`config.mk`:
```
export PLATFORM = sky130hd
export DESIGN_NAME = snes_pad_reader
export DESIGN_NICKNAME = d
export VERILOG_FILES = /design/src/rtl/snes_pad_reader.sv
export SDC_FILE = /design/constraint.sdc
export NUM_CORES = 1
export LEC_CHECK = 0
export ABC_AREA = 1
export BUFFER_PORTS_ARGS = -buffer_cell sky130_fd_sc_hd__buf_4
export CAP_MARGIN = 20
export CORE_AREA = 2 2 112 114
export CTS_CLUSTER_SIZE = 14
export DETAILED_ROUTE_END_ITERATION = 10
export DIE_AREA = 0 0 114 116
export PLACE_DENSITY = 0.43
export RECOVER_POWER = 50
export SETUP_SLACK_MARGIN = 0.1
export SLEW_MARGIN = 40
export SYNTH_ARGS = -nofsm -noshare
export SYNTH_HDL_FRONTEND = slang
export SYNTH_SLANG_ARGS = --single-unit
```
`constraint.sdc`:
```
create_clock -name clk -period 3.7 [get_ports clk]
set_input_delay 0.185 -clock clk [delete_from_list [all_inputs] [get_ports clk]]
set_output_delay 0.185 -clock clk [all_outputs]
set_load 0.02 [all_outputs]
```
`src/rtl/snes_pad_reader.sv`:
```
// SNES-style serial gamepad poller: generates latch/clock, shifts in 16 bits,
// and publishes 12 active-high buttons atomically once per frame.
module snes_pad_reader #(
  parameter int HALF_CYC    = 300,
  parameter int POLL_CYCLES = 833333,
  parameter int NUM_BUTTONS = 12
) (
  input  logic                   clk,
  input  logic                   rst,
  input  logic                   enable,
  input  logic                   pad_data,
  output logic                   pad_latch,
  output logic                   pad_clk,
  output logic [NUM_BUTTONS-1:0] buttons,
  output logic                   valid,
  output logic                   pad_err,
  output logic                   busy
);

  localparam int PW = $clog2(POLL_CYCLES);
  localparam int TW = $clog2(2 * HALF_CYC);

  localparam logic [PW-1:0] POLL_LAST  = PW'(POLL_CYCLES - 1);
  localparam logic [TW-1:0] LATCH_LAST = TW'(2 * HALF_CYC - 1);
  localparam logic [TW-1:0] HALF_LAST  = TW'(HALF_CYC - 1);

  localparam logic [2:0] S_IDLE     = 3'd0;
  localparam logic [2:0] S_LATCH    = 3'd1;
  localparam logic [2:0] S_CLK_LOW  = 3'd2;
  localparam logic [2:0] S_CLK_HIGH = 3'd3;
  localparam logic [2:0] S_DONE     = 3'd4;

  logic [2:0]    state_r;
  logic [PW-1:0] poll_cnt_r;
  logic [TW-1:0] tmr_r;
  logic [3:0]    bitcnt_r;
  logic [15:0]   shift_r;
  logic [1:0]    sync_r;
  logic          sd_s;
  logic          tick_s;

  // Trailing bits of a frame are idle-high on a real pad; any active bit there is suspect.
  function automatic logic frame_err(input logic [3:0] tail);
    return |tail;
  endfunction

  assign sd_s   = sync_r[1];
  assign tick_s = enable && (poll_cnt_r == POLL_LAST);

  // Two-flop synchronizer for the asynchronous pad data line.
  always_ff @(posedge clk) begin
    if (rst) begin
      sync_r <= 2'b11;
    end else begin
      sync_r <= {sync_r[0], pad_data};
    end
  end

  // Frame-rate poll counter; held at zero while polling is disabled.
  always_ff @(posedge clk) begin
    if (rst || !enable) begin
      poll_cnt_r <= '0;
    end else if (tick_s) begin
      poll_cnt_r <= '0;
    end else begin
      poll_cnt_r <= poll_cnt_r + 1'b1;
    end
  end

  // Frame sequencer; every output is assigned here so none is combinational.
  always_ff @(posedge clk) begin
    if (rst) begin
      state_r   <= S_IDLE;
      tmr_r     <= '0;
      bitcnt_r  <= 4'd0;
      shift_r   <= 16'h0000;
      pad_latch <= 1'b0;
      pad_clk   <= 1'b1;
      buttons   <= '0;
      valid     <= 1'b0;
      pad_err   <= 1'b0;
      busy      <= 1'b0;
    end else begin
      valid <= 1'b0;
      case (state_r)
        S_IDLE: begin
          pad_clk <= 1'b1;
          tmr_r   <= '0;
          if (tick_s) begin
            state_r   <= S_LATCH;
            pad_latch <= 1'b1;
            busy      <= 1'b1;
          end else begin
            pad_latch <= 1'b0;
            busy      <= 1'b0;
          end
        end
        S_LATCH: begin
          if (tmr_r == LATCH_LAST) begin
            tmr_r     <= '0;
            bitcnt_r  <= 4'd0;
            pad_latch <= 1'b0;
            pad_clk   <= 1'b0;
            state_r   <= S_CLK_LOW;
          end else begin
            tmr_r <= tmr_r + 1'b1;
          end
        end
        S_CLK_LOW: begin
          if (tmr_r == HALF_LAST) begin
            tmr_r             <= '0;
            shift_r[bitcnt_r] <= ~sd_s;
            pad_clk           <= 1'b1;
            state_r           <= S_CLK_HIGH;
          end else begin
            tmr_r <= tmr_r + 1'b1;
          end
        end
        S_CLK_HIGH: begin
          if (tmr_r == HALF_LAST) begin
            tmr_r <= '0;
            if (bitcnt_r == 4'd15) begin
              // Publish on entry so the DONE cycle carries the new word and strobe.
              state_r <= S_DONE;
              buttons <= shift_r[NUM_BUTTONS-1:0];
              pad_err <= frame_err(shift_r[15:12]);
              valid   <= 1'b1;
            end else begin
              bitcnt_r <= bitcnt_r + 1'b1;
              pad_clk  <= 1'b0;
              state_r  <= S_CLK_LOW;
            end
          end else begin
            tmr_r <= tmr_r + 1'b1;
          end
        end
        S_DONE: begin
          state_r <= S_IDLE;
          busy    <= 1'b0;
        end
        default: begin
          state_r   <= S_IDLE;
          tmr_r     <= '0;
          pad_latch <= 1'b0;
          pad_clk   <= 1'b1;
          busy      <= 1'b0;
        end
      endcase
    end
  end

endmodule

```
==> metrics <==
Mean Syn Cell Area between 7 and 8 sq um; wire per inst 12.3 um; RSZ-0062 raised after global routing false; Mapped Area roughly 3600 sq um; Pwr Total approximately 0.0019 W; first-pass iteration count of the detailed router 4; reg2reg end buttons[0]; clock slew at reported path FFs roughly 0.06 ns; synth unique cells 33; Slew @ Worst Pin between 0.7 and 0.8 ns; WP data arrival 2.25 ns; worst r2r src bitcnt_r[0]; FF+latch count, synth 72; Routed WL approximately 8.2 mm; HP Class primary input to flop; total clock sinks 72; share of cells above drive strength 1 between 7 and 8%; flop2flop setup slack 1.68 ns; Finished Cell Area roughly 4000 sq um; Resize count post-CTS 0; Period Utilization, post-route between 50% and 60%; most frequent cells in the layout nand2_1, dfxtp_1, nor2_1; Post-CTS Setup Inserts 0; input/output buffers 20; GRT overflow 0; Post-Place Setup Slack 1.74 ns; row cnt 40; FMAX 0.495 GHz; Lkg Pwr 1.63 nW; final setup fails 0; critical path class flop to flop; first-pass GRT wire length 13.9 mm; clock root buffer clkbuf_16; Sum Neg Setup Slack 0 ns; TritonCTS clock tree built; Hold Path Depth 2; Max Slew Vio Count 0; GPL Wtd Cong a little under 0.8; H-Tree Depth 3; power per cell area 469 nW/um^2; area fraction in compound gates after synthesis under 10%; clock skew about 0.0061 ns; Antenna Cells 0; CTS Hold Buffers Added 0; Synth Instances about 500; EDFF count, synth 0; Rel. slew slack a little under 50%; io pins 21; multiplexer area fraction after synthesis 0%; Die Ht 116 um; ys flop type dfxtp_1; MaxCap Viol Count 0; Hold Crit Start pad_data; 1st-iter DRT viols between 150 and 200; Core ar. approximately 12000 sq um; routed vias 3082; initial core utilization between 20% and 30%; largest net degree at the start of global routing 35; R2R depth 8; Synth async-reset ratio 0%; DRC 0; CTS Buffer Depth 2; worst endpoint required time between 3 and 4 ns; Vias/cell 4.62; Synth Area in Adders around 2.5%; Min-Delay Endpoint sync_r[0]; Overall Global Routing Usage 13.4%; Post-Place Cell Area approximately 3800 sq um; Synth Warn # 0; worst hold slack 0.0332 ns; most common cell after layout, fill and taps aside nand2_1; fin crit period slightly above 2 ns; Hold Fails Final Rpt 0; ANT nets after route 0; detailed-placement wirelength estimate 5.62 mm; simple-gate share of the synthesized area roughly 36%; Layout area overhead 12.9%; vias in the first global route 2816; NumNets Final between 500 and 600; sequential-to-total area share from yosys stat 40.5%; outcome finished clean; crit path max fanout 15; Syn Nets 513; CTS Buf Count 9; Worst setup EP type flop; Die Wd 114 um; Synth Area in XOR/XNOR under 10%; largest family of logic cells by synthesized area simple AND/OR/NAND/NOR gates; worst setup margin about 1.7 ns; initial antenna violation count 0; clk_lat worst skew 0.34 ns; startpoint types flop; area of the die roughly 13000 sq um; peak supply drop between 0.00015 and 0.0002 V
-- where the power goes --
part,total [W],internal [W],switching (W)
sequential,0.000804,0.000790,0.0000137
combinational,0.000130,0.0000358,0.0000942
clock,0.000948,0.000608,0.000341
total,0.00188,0.00143,0.000449
-- critical path, cell delays in order (launching register included) --
cell and delay, ns:
dfxtp_1 0.43, ha_1 0.42, nand2_4 0.08, nor2_1 0.21, inv_2 0.12, nor2_8 0.26
inv_2 0.18, nor2_1 0.14, nor2_1 0.06
-- stage by stage --
stage / utilization (%) / std cells
5_1_grt: 33.7 / 667
4_1_cts: 34.4 / 667
6_report: 33.7 / 667
3_3_place_gp: 31.7 / 651
2_1_floorplan: - / 502
3_5_place_dp: 31.7 / 651
-- synth_stat cells (5+ instances only) --
| library cell | instances | area [sq um] |
|---|---|---|
| a21oi_1 | 38 | 190 |
| nand2_1 | 94 | 353 |
| nand2_2 | 5 | 31.3 |
| dfxtp_1 | 72 | 1440 |
| nor2_1 | 68 | 255 |
| ha_1 | 7 | 87.6 |
| inv_2 | 6 | 22.5 |
| nand3_1 | 45 | 225 |
| xor2_1 | 5 | 43.8 |
| buf_2 | 5 | 25.0 |
| inv_1 | 59 | 221 |
| o21ai_0 | 6 | 30.0 |
| o21ai_1 | 9 | 45.0 |
| clkbuf_1 | 7 | 26.3 |
| nor3_1 | 9 | 45.0 |
| nand4_1 | 29 | 181 |
-- logic make-up (layout without fill, tap and decap cells) --
| kind of cell | Yosys count | count (layout) |
|---|---|---|
| XOR/XNOR | 9 | 9 |
| buffers and inverters | 84 | 102 |
| AO/OA/AOI/OAI | 60 | 60 |
| flip-flops | 72 | 72 |
| AND/OR/NAND/NOR | 270 | 270 |
| adder cells (fa/ha/maj) | 7 | 7 |
-- registers in the layout (all words and copies together), names as in the netlist --
name        count
pad_latch       1
sync_r          2
tmr_r          10
busy            1
pad_err         1
state_r         3
pad_clk         1
poll_cnt_r     20
buttons        12
bitcnt_r        4
shift_r        16
valid           1
-- cell type report --
type                            instances  area (sq um)
Clock inverter                          5          80.1
Fill cell                            1314          7900
Inverter                               66           253
Clock buffer                           11           243
Tap cell                              147           184
Multi-Input combinational cell        346          1730
Timing Repair Buffer                   20          86.3
Sequential cell                        72          1440
-- worst max-delay path by stage --
stage,start,end,cells past startpoint
final,bitcnt_r[0],buttons[0],8
after global routing,tmr_r[0],shift_r[9],7
after CTS,tmr_r[0],shift_r[1],8
after detailed placement,rst,poll_cnt_r[14],6
after global placement,rst,poll_cnt_r[16],6
after floorplan,tmr_r[0],tmr_r[4],10
-- metal layers --
layer	up-vias	global-route usage, %	part of all wire (%)
li1	1655	-	-
met1	1377	18.3	54
met2	39	20.0	41
met3	11	2.51	2.9
met4	0	7.07	2.4
met5	-	0	0
No activity file was read; power rests on OpenSTA's default activity.
